$ cat src/rtl/li_fork_if.sv
// li_fork channel bundle: one upstream li channel, two downstream.
// Carries the optional accept counter so both builds share ports.
interface li_fork_if #(
  parameter int DWIDTH = 16
);
  logic [DWIDTH-1:0] i_data;
  logic              i_data_valid;
  logic              i_data_stop;
  logic [DWIDTH-1:0] o_data1;
  logic              o_data1_valid;
  logic              o_data1_stop;
  logic [DWIDTH-1:0] o_data2;
  logic              o_data2_valid;
  logic              o_data2_stop;
  logic [31:0]       o_accept_count;

  modport master (
    output i_data,
    output i_data_valid,
    input  i_data_stop,
    input  o_data1,
    input  o_data1_valid,
    output o_data1_stop,
    input  o_data2,
    input  o_data2_valid,
    output o_data2_stop,
    input  o_accept_count
  );

  modport slave (
    input  i_data,
    input  i_data_valid,
    output i_data_stop,
    output o_data1,
    output o_data1_valid,
    input  o_data1_stop,
    output o_data2,
    output o_data2_valid,
    input  o_data2_stop,
    output o_accept_count
  );
endinterface

$ cat src/rtl/li_fork.sv
// Latency-insensitive fork: one li channel broadcast to two queued branches.
// Optional accept counter enabled by defining LI_FORK_STATS_EN.
module li_fork #(
  parameter int DWIDTH = 16,
  parameter int DEPTH  = 2
) (
  input logic     clk,
  input logic     reset,
  li_fork_if.slave bus
);
  localparam int CW = $clog2(DEPTH + 1);
  localparam int PW = (DEPTH > 1) ? $clog2(DEPTH) : 1;

  function automatic logic [PW-1:0] inc(
    input logic [PW-1:0] p
  );
    return (p == PW'(DEPTH - 1)) ? '0 : p + 1'b1;
  endfunction

  logic              acc;
  logic              stop_q;
  logic [1:0]        stp;
  logic [1:0]        vld;
  logic [1:0]        deq;
  logic [CW-1:0]     cnt_q [2];
  logic [CW-1:0]     cnt_n [2];
  logic [PW-1:0]     rp_q  [2];
  logic [PW-1:0]     rp_n  [2];
  logic [PW-1:0]     wp_q  [2];
  logic [DWIDTH-1:0] head_q [2];
  logic [DWIDTH-1:0] mem [2][DEPTH];

  assign acc = bus.i_data_valid && !stop_q;
  assign stp = {bus.o_data2_stop, bus.o_data1_stop};

  always_comb begin
    for (int k = 0; k < 2; k++) begin
      vld[k]   = (cnt_q[k] != '0);
      deq[k]   = vld[k] && !stp[k];
      cnt_n[k] = cnt_q[k] + CW'(acc) - CW'(deq[k]);
      rp_n[k]  = deq[k] ? inc(rp_q[k]) : rp_q[k];
    end
  end

  // Storage is not reset; count and pointers define what is live.
  always_ff @(posedge clk) begin
    for (int k = 0; k < 2; k++) begin
      if (acc) mem[k][wp_q[k]] <= bus.i_data;
    end
  end

  always_ff @(posedge clk or negedge reset) begin
    if (!reset) begin
      stop_q <= 1'b0;
      for (int k = 0; k < 2; k++) begin
        cnt_q[k]  <= '0;
        rp_q[k]   <= '0;
        wp_q[k]   <= '0;
        head_q[k] <= '0;
      end
    end else begin
      stop_q <= (cnt_n[0] == CW'(DEPTH))
             || (cnt_n[1] == CW'(DEPTH));
      for (int k = 0; k < 2; k++) begin
        cnt_q[k] <= cnt_n[k];
        rp_q[k]  <= rp_n[k];
        if (acc) wp_q[k] <= inc(wp_q[k]);
        // Head is registered; an emptying queue takes the new token.
        if (cnt_n[k] != '0) begin
          head_q[k] <= (cnt_q[k] == CW'(deq[k]))
                     ? bus.i_data
                     : mem[k][rp_n[k]];
        end
      end
    end
  end

  assign bus.i_data_stop   = stop_q;
  assign bus.o_data1       = head_q[0];
  assign bus.o_data1_valid = vld[0];
  assign bus.o_data2       = head_q[1];
  assign bus.o_data2_valid = vld[1];

`ifdef LI_FORK_STATS_EN
  logic [31:0] acc_q;

  always_ff @(posedge clk or negedge reset) begin
    if (!reset)   acc_q <= '0;
    else if (acc) acc_q <= acc_q + 32'd1;
  end

  assign bus.o_accept_count = acc_q;
`else
  assign bus.o_accept_count = '0;
`endif
endmodule

$ cat src/flat_wrapper.sv
// flat-port wrapper written by rule: the top's interface ports become plain ports
module li_fork_flat 
#(
  parameter int DWIDTH = 16,
  parameter int DEPTH  = 2
)
  (clk, reset, bus_i_data, bus_i_data_valid, bus_i_data_stop, bus_o_data1, bus_o_data1_valid, bus_o_data1_stop, bus_o_data2, bus_o_data2_valid, bus_o_data2_stop, bus_o_accept_count);
  li_fork_if #(.DWIDTH(DWIDTH)) bus_i ();
  input logic clk;
  input logic reset;
  input wire logic [$bits(bus_i.i_data)-1:0] bus_i_data;
  input wire logic [$bits(bus_i.i_data_valid)-1:0] bus_i_data_valid;
  output wire logic [$bits(bus_i.i_data_stop)-1:0] bus_i_data_stop;
  output wire logic [$bits(bus_i.o_data1)-1:0] bus_o_data1;
  output wire logic [$bits(bus_i.o_data1_valid)-1:0] bus_o_data1_valid;
  input wire logic [$bits(bus_i.o_data1_stop)-1:0] bus_o_data1_stop;
  output wire logic [$bits(bus_i.o_data2)-1:0] bus_o_data2;
  output wire logic [$bits(bus_i.o_data2_valid)-1:0] bus_o_data2_valid;
  input wire logic [$bits(bus_i.o_data2_stop)-1:0] bus_o_data2_stop;
  output wire logic [$bits(bus_i.o_accept_count)-1:0] bus_o_accept_count;
  assign bus_i.i_data = bus_i_data;
  assign bus_i.i_data_valid = bus_i_data_valid;
  assign bus_i_data_stop = bus_i.i_data_stop;
  assign bus_o_data1 = bus_i.o_data1;
  assign bus_o_data1_valid = bus_i.o_data1_valid;
  assign bus_i.o_data1_stop = bus_o_data1_stop;
  assign bus_o_data2 = bus_i.o_data2;
  assign bus_o_data2_valid = bus_i.o_data2_valid;
  assign bus_i.o_data2_stop = bus_o_data2_stop;
  assign bus_o_accept_count = bus_i.o_accept_count;
  li_fork #(.DWIDTH(DWIDTH), .DEPTH(DEPTH)) u_core (.clk(clk), .reset(reset), .bus(bus_i));
endmodule
$ cat config.mk
export PLATFORM = sky130hd
export DESIGN_NAME = li_fork_flat
export DESIGN_NICKNAME = d
export VERILOG_FILES = /design/src/rtl/li_fork_if.sv /design/src/rtl/li_fork.sv /design/src/flat_wrapper.sv
export SDC_FILE = /design/constraint.sdc
export NUM_CORES = 1
export LEC_CHECK = 0
export ABC_AREA = 1
export CORE_MARGIN = 2
export CORE_UTILIZATION = 35
export DETAILED_ROUTE_END_ITERATION = 8
export PLACE_DENSITY = 0.62
export SETUP_SLACK_MARGIN = 0.1
export SLEW_MARGIN = 20
export SYNTH_ARGS = -nofsm -noshare
export SYNTH_HDL_FRONTEND = slang
export SYNTH_SLANG_ARGS = --single-unit
$ cat constraint.sdc
create_clock -name clk -period 1.7 [get_ports clk]
set_input_delay 0.34 -clock clk [delete_from_list [all_inputs] [get_ports clk]]
set_output_delay 0.34 -clock clk [all_outputs]
set_load 0.005 [all_outputs]
==> impl_results.md, run 1 <==
* Status: complete, but fails checks
* Failing checks: negative setup slack
* DR vias/cell at 4.519
* Slew Limit Fails at 0
* Clk root buf: clkbuf_16
* Relative slew slack at 62.79%
* GP Congestion at 0.7860
* Initial antenna violation count at 0
* Slowest CP cell: dfrtp_1
* LEAKAGE at 3.271 nW
* Share of cells above drive strength 1 at 30.09%
* Antenna-violating nets left at 0
* RSZ-0062 raised after global routing: yes
* Sink Count at 105
* CP Max Fanout at 7
* Ys Warns at 0
* WP buf/inv at 6
* Chip height at 123.4 microns
* Total global routing track utilization at 15.79%
* Required @ worst endpoint at 1.98 ns
* CTS tree: built
* Setup CP Type: reg -> reg
* Power Total at 0.01518 W
* Worst Setup Slack, final at -0.1904 ns
* Max incr delay on CP at 0.40 ns
* CTS Buf Count at 9
* Port bufs at 55
* Layout filler cell count at 1246
* CP startpoint: u_core.cnt_q[3]
* Mapped cell area at 4989 sq um
* Final setup fails at 32
* DR iter-0 viols at 230
* Power Density at 2162 nW/um^2
* Distinct cell type count after synthesis at 22
* DR DRC count at 0
* Vias in the first global route at 3782
* Reg clk slew, reported paths at 0.07 ns
* # placed instances at 803
* Reg2reg start: u_core.cnt_q[3]
* Max cap viols at 0
* IO Count at 88
* Synth Register Bits at 105
* Worst Max-Slew Pin Slew at 0.5575 ns
* Maximum vdd drop at 1.088 mV
* Final #Nets at 686
* Top-count cell post-synth: nor2_1
* Crit path time final at 1.890 ns
* Fmax at 529.0 MHz
* Worst min path class: in -> async
* Top cell type by total area after synthesis: edfxtp_1
* Final HPWL DP at 7585 microns
* First-pass GRT wire length at 18320 microns
* Largest net degree at the start of global routing at 25
* Top delay family on crit path: buffers and inverters
* H-tree levels at 3
* Sequence of cells on the critical path: inv_2 -> nand2_4 -> nand3_4 -> buf_6 -> buf_4 -> buf_4 -> buf_4 -> nand2_4 -> nand3_4 -> buf_12 -> nand2_4 -> nor2_4 -> nor2_2
* Yosys top cell area share at 38.53%
* Sequential-to-total area share from yosys stat at 59.09%
* Synthesized instance count at 545
* Die Span X at 123.4 microns
* Worst skew pair latency at 0.35 ns
* Startpoint types: register
* Post-synth top flop: edfxtp_1
* Total Die Area at 15220 sq um
* Final period util at 111.2%
* Final Non-Filler Cells at 848
* 1st-pass router iterations at 4
* Clock tree buffer depth at 2
* Sequential cell area at 2948 sq um
* Starting Density at 35.94%
* Setup Skew at 0.006009 ns
* P&R area growth vs syn at 40.78%
* Core Box Area at 13880 sq um
* Ys async rst share at 39.05%
* Final hold vios at 0
* Post-Route WL at 12040 microns
* Area contributors post-synth: edfxtp_1 (39%), dfrtp_1 (21%), nor2_1 (12%)
* Via count at 3832
* Post-synth EDFFs at 64
* WP data arrival at 2.17 ns
* Synth top cells by count: nor2_1 (166), nand2_1 (113), edfxtp_1 (64)
* Overflow after GRT at 0
* Row count at 43
* Ant diodes at 0
* Area of the multi-input gates at 2004 sq um
* Syn avg cell area at 9.153 sq um
* Setup crit end kind: register
* WL/cell at 14.20 microns
[final timing paths]
kind                                                to  depth (start not counted)  slack (ns)
worst max register to register   u_core.bus.o_data1[7]                         13       -0.19
min in group clk                u_core.bus.o_data2[12]                          2        0.50
worst min register to register  u_core.bus.o_data2[12]                          2        0.50
worst min-delay path             u_core.bus.o_data1[1]                          2        0.50
max in group asynchronous        u_core.bus.o_data1[7]                          3        0.68
worst max-delay path             u_core.bus.o_data1[7]                         13       -0.19
[state kept, by name (all words and copies together), names as in the netlist]
register and count:
u_core.mem 64, u_core.bus.i_data_stop 1, u_core.wp_q 2, u_core.bus.o_data1 16
u_core.cnt_q 4, u_core.bus.o_data2 16, u_core.rp_q 2
[power by group]
group	switching (W)	internal [W]	leakage, nW
Clock	0.000943	0.00133	0.151
Sequential	0.000437	0.00364	1.07
Combinational	0.00464	0.00419	2.05
[metrics by stage]
stage                     TNS, ns  util, %  hold WS, ns  worst slack [ns]  cell area [sq um]
final                      -4.807    50.59       0.4983           -0.1904               7023
after global routing       -8.338    50.59       0.5367           -0.3061               7023
after CTS                  -2.690    46.48       0.5061           -0.1297               6451
after detailed placement   -22.08    42.62       0.3419           -0.5666               5916
after global placement     -17.53    42.62       0.3365           -0.5013               5916
after floorplan            -1.497        -      0.04441          -0.01746               5122
[timing repair]
action / in CTS / in global routing
resized for setup: 43 / 122
hold endpoints to repair: 17 / 0
setup endpoints to repair: 39 / 59
hold buffers: 1 / 0
pin swaps: 23 / 29
buffers inserted: 13 / 9
cloned: 2 / 5
[cell families (layout without fill, tap and decap cells)]
group / after synthesis / in the layout / synth area share (%)
simple gates: 329 / 329 / 27.67
fa+ha+maj: 2 / 2 / 0.5016
other cells: 1 / 32 / 0.07517
xor+xnor: 2 / 2 / 0.3512
flops: 105 / 105 / 59.09
compound gates: 5 / 5 / 0.8780
buf+inv: 101 / 193 / 11.44
[placed cells by master, fill, tap and decap left out, drive strengths merged]
cell / n
inv: 52
conb: 32
dlygate4sd3: 1
ha: 2
nand2: 121
bufinv: 2
buf: 68
clkbuf: 14
xor2: 2
clkdlybuf4s50: 32
o21ai: 2
a21oi: 2
dlygate4sd2: 7
dlymetal6s2s: 13
edfxtp: 64
clkinvlp: 3
nand3: 40
a22o: 1
nor2: 168
clkinv: 1
dfrtp: 41
[final cells by class]
cell class / instances / share of cell area [%]
Sequential cell: 105 / 41.97
Multi-Input combinational cell: 370 / 28.54
Timing Repair Buffer: 125 / 18.76
Clock buffer: 10 / 3.403
Tap cell: 180 / 3.207
Inverter: 52 / 2.815
Clock inverter: 6 / 1.301
[layer usage]
| metal | GRT usage (%) | routed length, microns | share of wire (%) | vias up |
|---|---|---|---|---|
| met5 | 0 | 0 | 0 | - |
| met4 | 5.043 | 176 | 1.5 | 0 |
| met3 | 4.151 | 826 | 6.9 | 14 |
| met2 | 26.75 | 6224 | 52 | 129 |
| met1 | 19.66 | 4811 | 40 | 1816 |
| li1 | - | - | - | 1873 |
No activity file was read; power rests on OpenSTA's default activity.
==> run 2: changes to the inputs <==
PLACE_DENSITY = unset   (was 0.62)
==> run 2 against run 1 <==
  * The run still ends with negative setup slack left
  * Final cell count up 0.59%
  * Flip-flop and latch count is the same
  * Hold slack worse by 0.0043 ns
  * Largest cell class unchanged
  * Highest routed layer unchanged
==> impl_results.md, run 2 (synthesized netlist as in run 1, its figures left out) <==
* Status: complete, but fails checks
* Failing checks: negative setup slack
* Layout filler cell count at 1248
* 1st-pass router iterations at 4
* IO Count at 88
* Largest net degree at the start of global routing at 42
* WL/cell at 13.81 microns
* Max cap viols at 0
* TNS Setup at -5.484 ns
* Overflow after GRT at 0
* Antenna-violating nets left at 0
* Starting Density at 35.94%
* Setup crit end kind: register
* Logic pwr share at 57.7%
* Fmax at 523.0 MHz
* Total Die Area at 15220 sq um
* Area of the multi-input gates at 1977 sq um
* Crit path capture: u_core.bus.o_data1[11]
* Via count at 3759
* Reg power frac at 26.6%
* Worst R2R End: u_core.bus.o_data1[11]
* Max reg flops at 64
* P&R area growth vs syn at 43.09%
* Startpoint types: register
* Final HPWL DP at 7398 microns
* LEAKAGE at 3.344 nW
* Worst path most repeated cell: nand2_2
* Row count at 43
* Ant diodes at 0
* Worst Setup Slack, final at -0.2119 ns
* Internal power at 0.009417 W
* Slowest CP cell: dfrtp_1
* GP Congestion at 0.7862
* Reg2reg start: u_core.cnt_q[2]
* Total global routing track utilization at 14.85%
* Worst skew pair latency at 0.36 ns
* Final Non-Filler Cells at 853
* Share of cells above drive strength 1 at 31.05%
* DR vias/cell at 4.407
* Vias in the first global route at 3540
* DP Worst Slack at -0.5292 ns
* Setup Skew at 0.01007 ns
* Die Span X at 123.4 microns
* First-pass GRT wire length at 16950 microns
* Maximum vdd drop at 1.098 mV
* CTS Buf Count at 9
* DR DRC count at 0
* H-tree levels at 3
* Chip height at 123.4 microns
* Cells on worst reg2reg path at 15
* Area after DPL at 5966 sq um
* Sequence of cells on the critical path: inv_2 -> nand2_4 -> nand3_4 -> nand2_4 -> ha_4 -> inv_2 -> nand2_2 -> nand2_2 -> inv_2 -> nand2_2 -> nand3_4 -> clkbuf_16 -> nand2_2 -> nor2_2 -> nor2_1
* Clk root buf: clkbuf_16
* CP Max Fanout at 6
* Post-Route WL at 11780 microns
* Core Box Area at 13880 sq um
* # placed instances at 808
* Switch share at 38.83%
* Final period util at 112.5%
* Clock tree buffer depth at 2
* Sink Count at 105
* CP startpoint: u_core.cnt_q[2]
* Top delay family on crit path: simple AND/OR/NAND/NOR gates
* Port bufs at 55
* P_sw at 0.005978 W
* Crit path time final at 1.912 ns
* Reg clk slew, reported paths at 0.07 ns
* Final setup fails at 32
* Power Density at 2157 nW/um^2
* Most frequent cells in the layout: nor2_1 (124), nand2_1 (75), edfxtp_1 (64)
* DR iter-0 viols at 157
* Final hold vios at 0
* Required @ worst endpoint at 1.99 ns
* Worst min path class: in -> async
* Post-route cell area at 7138 sq um
* Commonest non-fill, non-tap cell in the layout: nor2_1
* Initial antenna violation count at 0
* CTS tree: built
* Worst path depth at 15
* Clk pwr share at 15.7%
* Sequential cell area at 2948 sq um
* WP data arrival at 2.20 ns
* Core Util, Final at 51.42%
* Final #Nets at 691
* Slew Limit Fails at 0
* R2r setup slk at -0.21 ns
* Setup CP Type: reg -> reg
* RSZ-0062 raised after global routing: yes
* WP buf/inv at 4
* Max incr delay on CP at 0.42 ns
[run 2: changes by cell type in the layout (fill, tap and decap cells not counted), moves of 2 or more]
| cell | before | now |
|---|---|---|
| dlymetal6s2s_1 | 13 | 15 |
| nor2_4 | 10 | 15 |
| clkbuf_16 | 13 | 15 |
| clkdlybuf4s50_1 | 32 | 30 |
| buf_6 | 8 | 16 |
| nand2_4 | 25 | 17 |
| nand2_2 | 21 | 29 |
| buf_4 | 48 | 42 |
| inv_2 | 10 | 12 |
| nor2_2 | 32 | 29 |
| clkinvlp_4 | 3 | 0 |
| inv_6 | 0 | 2 |
| buf_12 | 8 | 10 |
| nor2_1 | 126 | 124 |
[run 2: how the worst min path moves through the flow]
stage | startpoint | end | cells past startpoint
after floorplan | reset | u_core.bus.i_data_stop | 0
after global placement | reset | u_core.bus.o_data1[0] | 2
after detailed placement | reset | u_core.bus.o_data1[2] | 2
after CTS | reset | u_core.bus.o_data1[10] | 3
after global routing | u_core.bus.o_data1[1] | u_core.bus.o_data1[1] | 2
final | reset | u_core.bus.o_data2[1] | 3
[run 2: final cells by class]
cell class,count,area share (%)
repair buffers,130,20.21
clock buffers,9,3.155
flip-flops and latches,105,41.30
clock inverters,7,1.753
multi-input cells,370,27.70
well taps,180,3.155
inverters,52,2.734
[run 2: through the flow]
stage          power, W  hold WS [ns]
2_1_floorplan  0.007865       0.04441
3_3_place_gp    0.01037        0.3381
3_5_place_dp    0.01053        0.3399
4_1_cts         0.01341        0.4935
5_1_grt         0.01646        0.5235
6_report        0.01540        0.4940
[run 2: layer usage]
| metal | GRT usage [%] | wire, microns | part of all wire (%) | vias up |
|---|---|---|---|---|
| met5 | 0 | 0 | 0 | - |
| met4 | 4.332 | 99 | 0.84 | 0 |
| met2 | 26.37 | 6165 | 52 | 90 |
| li1 | - | - | - | 1881 |
| met3 | 3.921 | 505 | 4.3 | 10 |
| met1 | 17.60 | 5008 | 43 | 1778 |
[run 2: repair_timing]
action / 4_1_cts / 5_1_grt
hold endpoints to repair: 41 / 0
endpoints found under the setup margin: 39 / 107
gates cloned: 1 / 10
hold buffers: 1 / 0
pin swaps: 22 / 59
resized for setup: 42 / 131
buffers inserted: 11 / 6
[run 2: worst reg2reg max path, cell delays in order, from the launching register on]
cell and delay, ns:
dfrtp_1 0.42, inv_2 0.09, nand2_4 0.06, nand3_4 0.08, nand2_4 0.06, ha_4 0.16
inv_2 0.04, nand2_2 0.04, nand2_2 0.09, inv_2 0.04, nand2_2 0.09, nand3_4 0.23
clkbuf_16 0.27, nand2_2 0.06, nor2_2 0.03, nor2_1 0.09
[run 2: power by group through the flow]
stage / clock, W / sequential, W / combinational (W)
CTS: 0.00247 / 0.00406 / 0.00689
detailed placement: 0 / 0.00410 / 0.00643
global placement: 0 / 0.00405 / 0.00631
finish: 0.00241 / 0.00409 / 0.00889
floorplan: 0 / 0.00408 / 0.00378
global route: 0.00256 / 0.00418 / 0.00972
==> run 3: changes to the inputs <==
CAP_MARGIN = 30   (was unset)
==> results of run 3 <==
No change in the layout: final DEF, timing and power equal those of run 2.
